$ cat src/rtl/controle_partida_if.sv
// Signal bundle between the blackjack round controller and its scoring block / player panel.
// The master side is the controller; the slave side is the scoring block plus the player inputs.
interface controle_partida_if #(
    parameter int PW = 6
);
    logic          iniciar;
    logic          hit;
    logic          stay;
    logic          cartaok;
    logic [PW-1:0] pts_jogador;
    logic [PW-1:0] pts_dealer;
    logic          pjogador;
    logic          pdealer;
    logic [2:0]    ncartas_jog;
    logic [2:0]    ncartas_dealer;
    logic          vez_jogador;
    logic          vitoria;
    logic          derrota;
    logic          empate;
    logic          fim_jogo;

    modport master (
        input  iniciar, hit, stay, cartaok, pts_jogador, pts_dealer,
        output pjogador, pdealer, ncartas_jog, ncartas_dealer,
               vez_jogador, vitoria, derrota, empate, fim_jogo
    );

    modport slave (
        output iniciar, hit, stay, cartaok, pts_jogador, pts_dealer,
        input  pjogador, pdealer, ncartas_jog, ncartas_dealer,
               vez_jogador, vitoria, derrota, empate, fim_jogo
    );
endinterface

$ cat src/rtl/controle_partida.sv
// Blackjack round controller: initial deal, player turn, dealer turn and final compare.
// One round per reset, since the scoring block only clears its points on reset.
module controle_partida #(
    parameter int PW           = 6,
    parameter int LIMITE       = 21,
    parameter int DEALER_STAND = 17,
    parameter int MAX_CARTAS   = 5
) (
    input  logic                clock,
    input  logic                reset,
    controle_partida_if.master  jogo
);
    localparam logic [2:0] IDLE       = 3'd0;
    localparam logic [2:0] ESPERA_OK  = 3'd1;
    localparam logic [2:0] ESPERA_LIB = 3'd2;
    localparam logic [2:0] DECIDE     = 3'd3;
    localparam logic [2:0] VEZ_JOG    = 3'd4;
    localparam logic [2:0] VEZ_DEALER = 3'd5;
    localparam logic [2:0] FIM        = 3'd6;

    localparam logic          ALVO_JOG    = 1'b0;
    localparam logic          ALVO_DEALER = 1'b1;
    localparam logic [PW-1:0] LIMITE_C    = PW'(LIMITE);
    localparam logic [PW-1:0] STAND_C     = PW'(DEALER_STAND);
    localparam logic [2:0]    MAX_C       = 3'(MAX_CARTAS);

    logic [2:0] estado_q, estado_d;
    logic [2:0] cnt_q, cnt_d;
    logic       alvo_q, alvo_d;
    logic       pjog_q, pjog_d;
    logic       pdeal_q, pdeal_d;
    logic [2:0] ncj_q, ncj_d;
    logic [2:0] ncd_q, ncd_d;
    logic       vez_q, vez_d;
    logic       vit_q, vit_d;
    logic       der_q, der_d;
    logic       emp_q, emp_d;
    logic       fim_q, fim_d;

    logic jog_estoura_s, jog_para_s, dea_estoura_s;

    function automatic logic [2:0] inc_sat(input logic [2:0] v);
        if (v == 3'd7) begin
            return v;
        end else begin
            return v + 3'd1;
        end
    endfunction

    // Point evaluations, all unsigned PW-bit compares.
    always_comb begin
        jog_estoura_s = (jogo.pts_jogador > LIMITE_C);
        jog_para_s    = (jogo.pts_jogador == LIMITE_C) || (ncj_q == MAX_C);
        dea_estoura_s = (jogo.pts_dealer > LIMITE_C);
    end

    // Next-state and registered-output logic of the round sequencer.
    always_comb begin
        estado_d = estado_q;
        cnt_d    = cnt_q;
        alvo_d   = alvo_q;
        pjog_d   = pjog_q;
        pdeal_d  = pdeal_q;
        ncj_d    = ncj_q;
        ncd_d    = ncd_q;
        vez_d    = vez_q;
        vit_d    = vit_q;
        der_d    = der_q;
        emp_d    = emp_q;
        fim_d    = fim_q;
        case (estado_q)
            IDLE: begin
                if (jogo.iniciar) begin
                    alvo_d   = ALVO_JOG;
                    pjog_d   = 1'b1;
                    estado_d = ESPERA_OK;
                end else begin
                    estado_d = IDLE;
                end
            end
            ESPERA_OK: begin
                if (jogo.cartaok) begin
                    pjog_d  = 1'b0;
                    pdeal_d = 1'b0;
                    if (alvo_q == ALVO_DEALER) begin
                        ncd_d = inc_sat(ncd_q);
                    end else begin
                        ncj_d = inc_sat(ncj_q);
                    end
                    estado_d = ESPERA_LIB;
                end else begin
                    estado_d = ESPERA_OK;
                end
            end
            ESPERA_LIB: begin
                if (!jogo.cartaok) begin
                    estado_d = DECIDE;
                end else begin
                    estado_d = ESPERA_LIB;
                end
            end
            DECIDE: begin
                if (cnt_q < 3'd4) begin
                    cnt_d = cnt_q + 3'd1;
                end else begin
                    cnt_d = cnt_q;
                end
                // Cards 2..4 of the deal alternate D,J,D; the 4th card closes the deal.
                if (cnt_q < 3'd3) begin
                    alvo_d   = ~cnt_q[0];
                    pjog_d   = cnt_q[0];
                    pdeal_d  = ~cnt_q[0];
                    estado_d = ESPERA_OK;
                end else if ((cnt_q == 3'd3) || (alvo_q == ALVO_JOG)) begin
                    if (jog_estoura_s) begin
                        der_d    = 1'b1;
                        fim_d    = 1'b1;
                        estado_d = FIM;
                    end else if (jog_para_s) begin
                        estado_d = VEZ_DEALER;
                    end else begin
                        vez_d    = 1'b1;
                        estado_d = VEZ_JOG;
                    end
                end else begin
                    if (dea_estoura_s) begin
                        vit_d    = 1'b1;
                        fim_d    = 1'b1;
                        estado_d = FIM;
                    end else begin
                        estado_d = VEZ_DEALER;
                    end
                end
            end
            VEZ_JOG: begin
                if (jogo.stay) begin
                    vez_d    = 1'b0;
                    estado_d = VEZ_DEALER;
                end else if (jogo.hit) begin
                    vez_d    = 1'b0;
                    alvo_d   = ALVO_JOG;
                    pjog_d   = 1'b1;
                    estado_d = ESPERA_OK;
                end else begin
                    vez_d = 1'b1;
                end
            end
            VEZ_DEALER: begin
                if (jogo.pts_dealer < STAND_C) begin
                    alvo_d   = ALVO_DEALER;
                    pdeal_d  = 1'b1;
                    estado_d = ESPERA_OK;
                end else begin
                    if (jogo.pts_jogador > jogo.pts_dealer) begin
                        vit_d = 1'b1;
                    end else if (jogo.pts_jogador < jogo.pts_dealer) begin
                        der_d = 1'b1;
                    end else begin
                        emp_d = 1'b1;
                    end
                    fim_d    = 1'b1;
                    estado_d = FIM;
                end
            end
            FIM: begin
                estado_d = FIM;
            end
            default: begin
                estado_d = IDLE;
            end
        endcase
    end

    // State and output registers; reset also drops any pending request asynchronously.
    always_ff @(posedge clock or negedge reset) begin
        if (!reset) begin
            estado_q <= IDLE;
            cnt_q    <= 3'd0;
            alvo_q   <= ALVO_JOG;
            pjog_q   <= 1'b0;
            pdeal_q  <= 1'b0;
            ncj_q    <= 3'd0;
            ncd_q    <= 3'd0;
            vez_q    <= 1'b0;
            vit_q    <= 1'b0;
            der_q    <= 1'b0;
            emp_q    <= 1'b0;
            fim_q    <= 1'b0;
        end else begin
            estado_q <= estado_d;
            cnt_q    <= cnt_d;
            alvo_q   <= alvo_d;
            pjog_q   <= pjog_d;
            pdeal_q  <= pdeal_d;
            ncj_q    <= ncj_d;
            ncd_q    <= ncd_d;
            vez_q    <= vez_d;
            vit_q    <= vit_d;
            der_q    <= der_d;
            emp_q    <= emp_d;
            fim_q    <= fim_d;
        end
    end

    assign jogo.pjogador       = pjog_q;
    assign jogo.pdealer        = pdeal_q;
    assign jogo.ncartas_jog    = ncj_q;
    assign jogo.ncartas_dealer = ncd_q;
    assign jogo.vez_jogador    = vez_q;
    assign jogo.vitoria        = vit_q;
    assign jogo.derrota        = der_q;
    assign jogo.empate         = emp_q;
    assign jogo.fim_jogo       = fim_q;
endmodule
$ cat src/flat_wrapper.sv
// flat-port wrapper written by rule: the top's interface ports become plain ports
module controle_partida_flat 
#(
    parameter int PW           = 6,
    parameter int LIMITE       = 21,
    parameter int DEALER_STAND = 17,
    parameter int MAX_CARTAS   = 5
)
  (clock, reset, jogo_iniciar, jogo_hit, jogo_stay, jogo_cartaok, jogo_pts_jogador, jogo_pts_dealer, jogo_pjogador, jogo_pdealer, jogo_ncartas_jog, jogo_ncartas_dealer, jogo_vez_jogador, jogo_vitoria, jogo_derrota, jogo_empate, jogo_fim_jogo);
  controle_partida_if #(.PW(PW)) jogo_i ();
  input  logic clock;
  input  logic reset;
  input wire logic [$bits(jogo_i.iniciar)-1:0] jogo_iniciar;
  input wire logic [$bits(jogo_i.hit)-1:0] jogo_hit;
  input wire logic [$bits(jogo_i.stay)-1:0] jogo_stay;
  input wire logic [$bits(jogo_i.cartaok)-1:0] jogo_cartaok;
  input wire logic [$bits(jogo_i.pts_jogador)-1:0] jogo_pts_jogador;
  input wire logic [$bits(jogo_i.pts_dealer)-1:0] jogo_pts_dealer;
  output wire logic [$bits(jogo_i.pjogador)-1:0] jogo_pjogador;
  output wire logic [$bits(jogo_i.pdealer)-1:0] jogo_pdealer;
  output wire logic [$bits(jogo_i.ncartas_jog)-1:0] jogo_ncartas_jog;
  output wire logic [$bits(jogo_i.ncartas_dealer)-1:0] jogo_ncartas_dealer;
  output wire logic [$bits(jogo_i.vez_jogador)-1:0] jogo_vez_jogador;
  output wire logic [$bits(jogo_i.vitoria)-1:0] jogo_vitoria;
  output wire logic [$bits(jogo_i.derrota)-1:0] jogo_derrota;
  output wire logic [$bits(jogo_i.empate)-1:0] jogo_empate;
  output wire logic [$bits(jogo_i.fim_jogo)-1:0] jogo_fim_jogo;
  assign jogo_i.iniciar = jogo_iniciar;
  assign jogo_i.hit = jogo_hit;
  assign jogo_i.stay = jogo_stay;
  assign jogo_i.cartaok = jogo_cartaok;
  assign jogo_i.pts_jogador = jogo_pts_jogador;
  assign jogo_i.pts_dealer = jogo_pts_dealer;
  assign jogo_pjogador = jogo_i.pjogador;
  assign jogo_pdealer = jogo_i.pdealer;
  assign jogo_ncartas_jog = jogo_i.ncartas_jog;
  assign jogo_ncartas_dealer = jogo_i.ncartas_dealer;
  assign jogo_vez_jogador = jogo_i.vez_jogador;
  assign jogo_vitoria = jogo_i.vitoria;
  assign jogo_derrota = jogo_i.derrota;
  assign jogo_empate = jogo_i.empate;
  assign jogo_fim_jogo = jogo_i.fim_jogo;
  controle_partida #(.PW(PW), .LIMITE(LIMITE), .DEALER_STAND(DEALER_STAND), .MAX_CARTAS(MAX_CARTAS)) u_core (.clock(clock), .reset(reset), .jogo(jogo_i));
endmodule
$ cat config.mk
export PLATFORM = sky130hd
export DESIGN_NAME = controle_partida_flat
export DESIGN_NICKNAME = d
export VERILOG_FILES = /design/src/rtl/controle_partida_if.sv /design/src/rtl/controle_partida.sv /design/src/flat_wrapper.sv
export SDC_FILE = /design/constraint.sdc
export NUM_CORES = 1
export LEC_CHECK = 0
export CORE_ASPECT_RATIO = 1.25
export CORE_UTILIZATION = 54
export CTS_CLUSTER_DIAMETER = 150
export DETAILED_ROUTE_END_ITERATION = 8
export GPL_ROUTABILITY_DRIVEN = 0
export PLACE_DENSITY = 0.91
export SYNTH_ARGS = -nofsm -noshare
export SYNTH_HDL_FRONTEND = slang
export SYNTH_SLANG_ARGS = --single-unit
$ cat constraint.sdc
create_clock -name clock -period 2.5 [get_ports clock]
set_input_delay 0.5 -clock clock [delete_from_list [all_inputs] [get_ports clock]]
set_output_delay 0.5 -clock clock [all_outputs]
set_load 0.05 [all_outputs]
# Yosys cells after proc, flatten, opt, wreduce, memory -nomap -nowiden
# Index checks and enable logic that the tools add are counted.
# word_totals
in_bits	18
mem_bits_ro	0
ramBits	0
latch_bits	0
register_bits	20
output_inout_bits	13
memories	0
# classes
eq_ne	31
magnitude_cmp	7
mul	0
n_div	0
n_shift	0
reduce_logical	19
mux	49
addsub	3
bitwise	7
# ops
operator	n
$mux 1	33
$pmux 3 s7	1
$ne 2x2->1 const B	10
$eq 3x3->1 const B	6
$mux 3	6
$reduce_and 6->1	3
$reduce_and 4->1	4
$ne 2x1->1 const B	7
$gt 6x5->1 const B	2
$reduce_and 5->1	2
$add 3x1->3 const B	3
$eq 3x2->1 const B	3
$pmux 1 s2	4
$pmux 1 s4	2
$reduce_bool 4->1	2
$not 1->1	7
$reduce_and 7->1	1
$eq 6x5->1 const B	1
$gt 6x6->1	1
$lt 6x5->1 const B	1
$lt 6x6->1	1
$mux 2	2
$reduce_bool 2->1	2
$eq 3x1->1 const B	1
10 further kinds	11

# Depth between registers and ports, before layout
# Gate-level depths: netlist (run 1).
# logic_depth
depth_word	7
ltp_mapped	6
depth_no_buf	6

# Least setup slack after synthesis (run 1)
# OpenSTA, ideal clock, no wires.
# synth_path
path_type	register to register
from	reg u_core.ncj_q[0], in the netlist u_core.jogo.ncartas_jog[0]
to	reg u_core.ncj_q[2], in the netlist u_core.jogo.ncartas_jog[2]
n_path_buf	0
setup_slack_ps	792
t_arrival_ps	1583
path_stages_with_launch	6
synth_period_minus_slack_ps	1708
cell_sequence	dfrtp_1 -> ha_1 -> ha_1 -> nor2_1 -> nand4b_1 -> mux2_2
# synth_via
elab_chain_cells	3
elab_cells_between_ends	4
classes_between	add/sub: 1; eq/ne: 1; bitwise: 1; reduce/logical: 1
# synth_rtl
element	line	text
from (decl)	controle_partida.sv:32	logic [2:0] ncj_q, ncj_d;
from (signal assigned)	controle_partida.sv:195	ncj_q <= ncj_d;
$eq 3x3->1	controle_partida.sv:43	if (v == 3'd7) begin
$not 1->1 (no source line)	n/a	
$reduce_and 4->1 (no source line)	n/a	
# Parallel ways exist; a longest one is shown, timed or not.
# A chain may end at the register's enable or synchronous reset.

# Worst setup path after layout (run 1)
# layout_path
from	reg u_core.ncj_q[0], in the netlist u_core.jogo.ncartas_jog[0]
to	out jogo_ncartas_jog[0]
# layout_lines
element	line	text
to (decl)	flat_wrapper.sv:21	output wire logic [$bits(jogo_i.ncartas_jog)-1:0] jogo_ncartas_jog;
# No word-level cell between the ends.

==> flow_metrics.py, run 1 <==
metrics = {
    "worst_setup_path": {
        "critPathLaunchType": "register",
        "crit_path_max_fanout": 4,
        "r2r_start": "u_core.estado_q[2]",
        "cp.arrival_ps": 1570,
        "crit_chain": "clkdlybuf4s50_1",
        "required_ps": 2000,
        "cp-end-kind": "primary output",
        "path_buf_inv": 1,
        "worstSetupPathType": "reg -> out",
        "r2r_cells": 4,
        "setup.worst_path.start": "u_core.jogo.ncartas_jog[0]",
        "path_depth": 1,
        "crit_end": "jogo_ncartas_jog[0]",
        "r2r_setup_slack_ps": 600,
        "crit_slowest_cell": "clkdlybuf4s50_1",
        "crit_family": "buffers and inverters",
        "r2r-end": "u_core.alvo_q",
        "slowest_delay_ps": 830,
    },
    "sta": {
        "min_period_ps": 2070,
        "setup_violations": 0,
        "worst_pin_slew_ps": 563,
        "setup-tns-final_ps": 0,
        "rsz0062_at_grt": "no",
        "drv_slew": 0,
        "max_freq_ghz": 0.483,
        "fin_skew_ps": 2.82,
        "period_share": 0.829,
        "slew-limit-headroom": 0.624,
        "finalHoldViolations": 0,
    },
    "floorplan": {
        "coreArea_um2": 2450,
        "num_io_pins": 31,
        "rows": 20,
        "start_util": 0.574,
        "die_area_um2": 2820,
        "fp.dieW_um": 47.7,
        "die_h_um": 59.1,
    },
    "layout": {
        "fin_nets": 202,
        "antenna_cells": 0,
        "syn2layout_area_growth_pct": 26.6,
        "regArea_um2": 500,
        "drive_above_1_share": 0.112,
        "fillers": 196,
        "multi_input_area_um2": 841,
    },
    "synth": {
        "yosysTopAreaCell": "dfrtp_1",
        "syn_area_per_cell_um2": 10.2,
        "syn-cell-area_um2": 1410,
        "synthTopCellsByArea": "dfrtp_1 36%, ha_1 12%, o21ai_0 3.6%",
        "synth_nets": 169,
        "ys_seq_area_frac": 0.355,
        "synth_top_area_share": 0.355,
        "ys_ff_latch": 20,
        "ys_types": 54,
        "synthesis.instances": 138,
        "synth_top_flop_cell": "dfrtp_1",
        "ys_warn_count": 0,
        "synth_edf_count": 0,
        "async_reset_ff_frac": 1.00,
    },
    "global_routing": {
        "grt_pass1_wl_mm": 5.14,
        "grt_max_degree": 21,
        "grt_overflow_total": 0,
        "grt_pass1_vias": 1210,
        "grt_use_total": 0.263,
        "grt_antenna_before_repair": 0,
    },
    "routing": {
        "vias": 1218,
        "ant_nets": 0,
        "wl_per_cell_um": 15.9,
        "drc": 0,
        "wirelength_mm": 3.23,
        "detail_route.vias_per_cell": 6.00,
        "detail_route.iter0.violations": 52,
        "drt-pass1-iter-count": 5,
    },
    "clock_tree": {
        "clock_latency_ps": 310,
        "cts_setup_buffers": 0,
        "htreeDepth": 1,
        "cts-root-buf": "clkbuf_4",
        "cts_tree": "yes",
        "postCtsHoldBufs": 0,
        "cts.sinks": 20,
        "cts_buffers": 3,
        "cts_buffer_depth": 2,
        "cts_resized": 0,
        "clk_pin_slew_ps": 120,
    },
    "power": {
        "p_int_mw": 1.00,
        "switching_share": 0.449,
        "power_mw": 1.82,
        "p_switching_mw": 0.818,
        "powerDensity_nw_per_um2": 1020,
        "peakVddDrop_uv": 620,
        "combinationalPowerShare": 0.507,
        "leakagePower_nw": 0.800,
        "clkPwrFrac": 0.149,
        "pwr-share-seq": 0.344,
    },
    "placement": {
        "place_hpwl_mm": 2.43,
        "portBuffers": 30,
    },
    "min_path": {
        "min_path_type": "reg -> reg",
    },
    "outcome": {
        "outcome": "completed",
    },
    "run": {
        "maxCapViolCount": 0,
    },
}
[registers in the layout, indices dropped and copies added (netlist names), 3 cells and up]
| register | flops |
|---|---|
| u_core.estado_q | 3 |
| u_core.cnt_q | 3 |
| u_core.jogo.ncartas_dealer | 3 |
| u_core.jogo.ncartas_jog | 3 |
[power by group through the flow]
stage	Combinational (mW)	Sequential, mW	Clock, mW
floorplan	0.499	0.785	0
finish	0.924	0.627	0.271
detailed placement	0.914	0.628	0
global route	1.01	0.646	0.286
CTS	0.925	0.623	0.278
global placement	0.890	0.615	0
[area by class of cell]
| class | count | share of cell area |
|---|---|---|
| Clock inverter | 1 | 0.0168 |
| Clock buffer | 3 | 0.0126 |
| Multi-Input combinational cell | 105 | 0.471 |
| Inverter | 9 | 0.0189 |
| Timing Repair Buffer | 32 | 0.177 |
| Tap cell | 33 | 0.0231 |
| Sequential cell | 20 | 0.281 |
[Yosys cell counts (3+ instances only)]
| master | count |
|---|---|
| ha_1 | 13 |
| o21ai_0 | 10 |
| inv_1 | 9 |
| nor3b_1 | 3 |
| a21oi_1 | 5 |
| a211oi_1 | 3 |
| mux2_2 | 4 |
| nor2b_1 | 3 |
| nand2b_1 | 5 |
| nand2_1 | 3 |
| dfrtp_1 | 20 |
| nor2_1 | 5 |
| a21o_1 | 4 |
[worst min-delay path by stage]
stage	slack [ps]	cells past startpoint	to	startpoint
2_1_floorplan	200	0	u_core.alvo_q	reset
3_3_place_gp	450	2	u_core.jogo.derrota	u_core.jogo.derrota
3_5_place_dp	450	2	u_core.jogo.derrota	u_core.jogo.derrota
4_1_cts	480	2	u_core.jogo.derrota	u_core.jogo.derrota
5_1_grt	500	1	u_core.jogo.vitoria	u_core.jogo.vitoria
6_report	470	1	u_core.jogo.fim_jogo	u_core.jogo.fim_jogo
[kinds of logic after synthesis]
family / synth area share
AO/OA/AOI/OAI: 0.224
XOR/XNOR: 0.0249
adder cells (fa/ha/maj): 0.115
buffers and inverters: 0.0480
flip-flops: 0.355
multiplexers: 0.0462
AND/OR/NAND/NOR: 0.187
[metal layers]
layer / GRT usage / wire length (um) / up-vias
met5: 0 / 0 / -
met4: 0.167 / 81 / 0
met3: 0.0457 / 160 / 9
met2: 0.423 / 1640 / 45
met1: 0.310 / 1350 / 576
li1: - / - / 588
[cell usage in the layout (no fill, tap or decap), drive strengths merged, types with 3 or more instances in the layout]
cell type	instances
a211oi	3
a21o	4
a21oi	5
clkbuf	3
clkdlybuf4s50	30
dfrtp	20
ha	13
inv	9
mux2	4
nand2	4
nand2b	5
nor2	6
nor2b	3
nor3b	3
o21ai	10
or2	3
[through the flow]
stage / utilization / hold slack, ps / setup WS [ps] / cell area [um2] / cells
2_1_floorplan: - / 204 / 792 / 1410 / 138
3_3_place_gp: 0.706 / 450 / 299 / 1730 / 199
3_5_place_dp: 0.706 / 451 / 241 / 1730 / 199
4_1_cts: 0.728 / 479 / 413 / 1780 / 203
5_1_grt: 0.728 / 497 / 367 / 1780 / 203
6_report: 0.728 / 475 / 428 / 1780 / 203
Power figures use the tool's default switching activity.
==> run 2: changes to the inputs <==
CORE_UTILIZATION = 50   (was 54)
PLACE_DENSITY = 0.85   (was 0.91)
clock period = 1.95 ns   (was 2.5 ns; I/O delays follow)
==> flow_metrics.py, run 2 (synthesized netlist as in run 1, its figures left out) <==
metrics = {
    "floorplan": {
        "rows": 21,
        "num_io_pins": 31,
        "die_h_um": 61.4,
        "fp.dieW_um": 49.5,
        "die_area_um2": 3040,
        "coreArea_um2": 2680,
        "start_util": 0.526,
    },
    "sta": {
        "rsz0062_at_grt": "no",
        "setup_violations": 0,
        "drv_slew": 0,
        "period_share": 0.968,
        "fin_skew_ps": 7.55,
        "finalHoldViolations": 0,
        "slew-limit-headroom": 0.647,
        "max_freq_ghz": 0.530,
        "min_period_ps": 1890,
        "worst_pin_slew_ps": 529,
    },
    "run": {
        "maxCapViolCount": 0,
    },
    "worst_setup_path": {
        "cp-end-kind": "primary output",
        "crit_slowest_cell": "clkdlybuf4s50_1",
        "r2r_setup_slack_ps": 70,
        "crit_family": "buffers and inverters",
        "path_buf_inv": 1,
        "r2r_cells": 7,
        "required_ps": 1560,
        "r2r_start": "u_core.cnt_q[0]",
        "slowest_delay_ps": 810,
        "crit_path_max_fanout": 3,
        "worstSetupPathType": "reg -> out",
        "cp.arrival_ps": 1500,
        "path_depth": 1,
        "critPathLaunchType": "register",
        "r2r-end": "u_core.estado_q[1]",
        "crit_chain": "clkdlybuf4s50_1",
    },
    "clock_tree": {
        "clk_pin_slew_ps": 120,
        "postCtsHoldBufs": 0,
        "clock_latency_ps": 310,
        "cts-root-buf": "clkbuf_4",
        "cts_buffer_depth": 2,
        "cts_resized": 0,
        "cts.sinks": 20,
        "cts_buffers": 3,
        "htreeDepth": 1,
        "cts_setup_buffers": 0,
        "cts_tree": "yes",
    },
    "routing": {
        "ant_nets": 0,
        "drt-pass1-iter-count": 4,
        "drc": 0,
        "wirelength_mm": 3.34,
        "detail_route.vias_per_cell": 5.96,
        "wl_per_cell_um": 15.2,
        "detail_route.iter0.violations": 27,
        "vias": 1311,
    },
    "outcome": {
        "outcome": "completed",
    },
    "power": {
        "p_int_mw": 1.23,
        "power_mw": 2.28,
        "clkPwrFrac": 0.107,
        "powerDensity_nw_per_um2": 1210,
        "combinationalPowerShare": 0.558,
        "p_switching_mw": 1.05,
        "peakVddDrop_uv": 943,
        "pwr-share-seq": 0.334,
        "switching_share": 0.460,
        "leakagePower_nw": 0.912,
    },
    "min_path": {
        "min_path_type": "in -> async",
    },
    "global_routing": {
        "grt_max_degree": 21,
        "grt_pass1_vias": 1230,
        "grt_pass1_wl_mm": 5.44,
        "grt_overflow_total": 0,
        "grt_use_total": 0.240,
        "grt_antenna_before_repair": 0,
    },
    "layout": {
        "final_common_cell": "clkdlybuf4s50_1",
        "antenna_cells": 0,
        "most-common-layout-cells": "24 x clkdlybuf4s50_1, 21 x buf_4, 20 x dfrtp_1",
        "drive_above_1_share": 0.204,
        "fin_nets": 218,
        "syn2layout_area_growth_pct": 34.1,
        "fin_area_um2": 1890,
    },
    "placement": {
        "portBuffers": 30,
        "dpl-instance-area_um2": 1850,
        "place_hpwl_mm": 2.58,
    },
}
run 2: changes by cell type in the layout (fill, tap and decap cells not counted), sizes merged:
cell / delta
bufinv: -1
clkbuf: +1
buf: +19
dlymetal6s2s: +3
clkdlybuf4s50: -6
run 2: worst max-delay path by stage:
stage / start / to / slack [ps]
finish: u_core.jogo.ncartas_dealer[2] / jogo_ncartas_dealer[2] / 60
global route: u_core.jogo.ncartas_dealer[2] / jogo_ncartas_dealer[2] / 10
CTS: u_core.jogo.ncartas_jog[1] / jogo_ncartas_jog[1] / 4
detailed placement: jogo_pts_dealer[1] / u_core.jogo.vitoria / -140
global placement: jogo_pts_dealer[1] / u_core.jogo.vitoria / -110
floorplan: u_core.jogo.ncartas_jog[0] / u_core.jogo.ncartas_jog[2] / 240
run 2: layout make-up:
| type | instances | area (um2) |
|---|---|---|
| clock buffers | 4 | 36.3 |
| fillers | 222 | 791 |
| inverters | 9 | 33.8 |
| multi-input cells | 105 | 841 |
| flip-flops and latches | 20 | 500 |
| well taps | 34 | 42.5 |
| repair buffers | 48 | 435 |
run 2: power by group through the flow:
stage	Sequential [mW]	Combinational (mW)	Clock (mW)
detailed placement	0.768	1.27	0
floorplan	1.01	0.639	0
CTS	0.764	1.28	0.249
global placement	0.752	1.23	0
finish	0.764	1.27	0.245
global route	0.788	1.39	0.259
run 2: metrics by stage:
stage / hold slack, ps / instances / setup TNS, ps / utilization / setup WS [ps]
2_1_floorplan: 94.4 / 138 / 0 / - / 242
3_3_place_gp: 455 / 216 / -522 / 0.689 / -114
3_5_place_dp: 462 / 216 / -681 / 0.689 / -144
4_1_cts: 415 / 220 / 0 / 0.702 / 3.97
5_1_grt: 451 / 220 / 0 / 0.705 / 9.60
6_report: 405 / 220 / 0 / 0.705 / 61.8
run 2: layer usage:
metal / wire length [um] / part of all wire / GRT usage / up-vias
met5: 0 / 0 / 0 / -
met4: 77 / 0.023 / 0.118 / 0
met3: 170 / 0.051 / 0.0173 / 11
met2: 1710 / 0.51 / 0.446 / 56
met1: 1380 / 0.41 / 0.285 / 627
li1: - / - / - / 617
==> run 3: changes to the inputs <==
CTS_CLUSTER_DIAMETER = not set   (was 150)
SLEW_MARGIN = 20   (was not set)
==> results of run 3 <==
No change in the layout: final DEF, timing and power equal those of run 2.
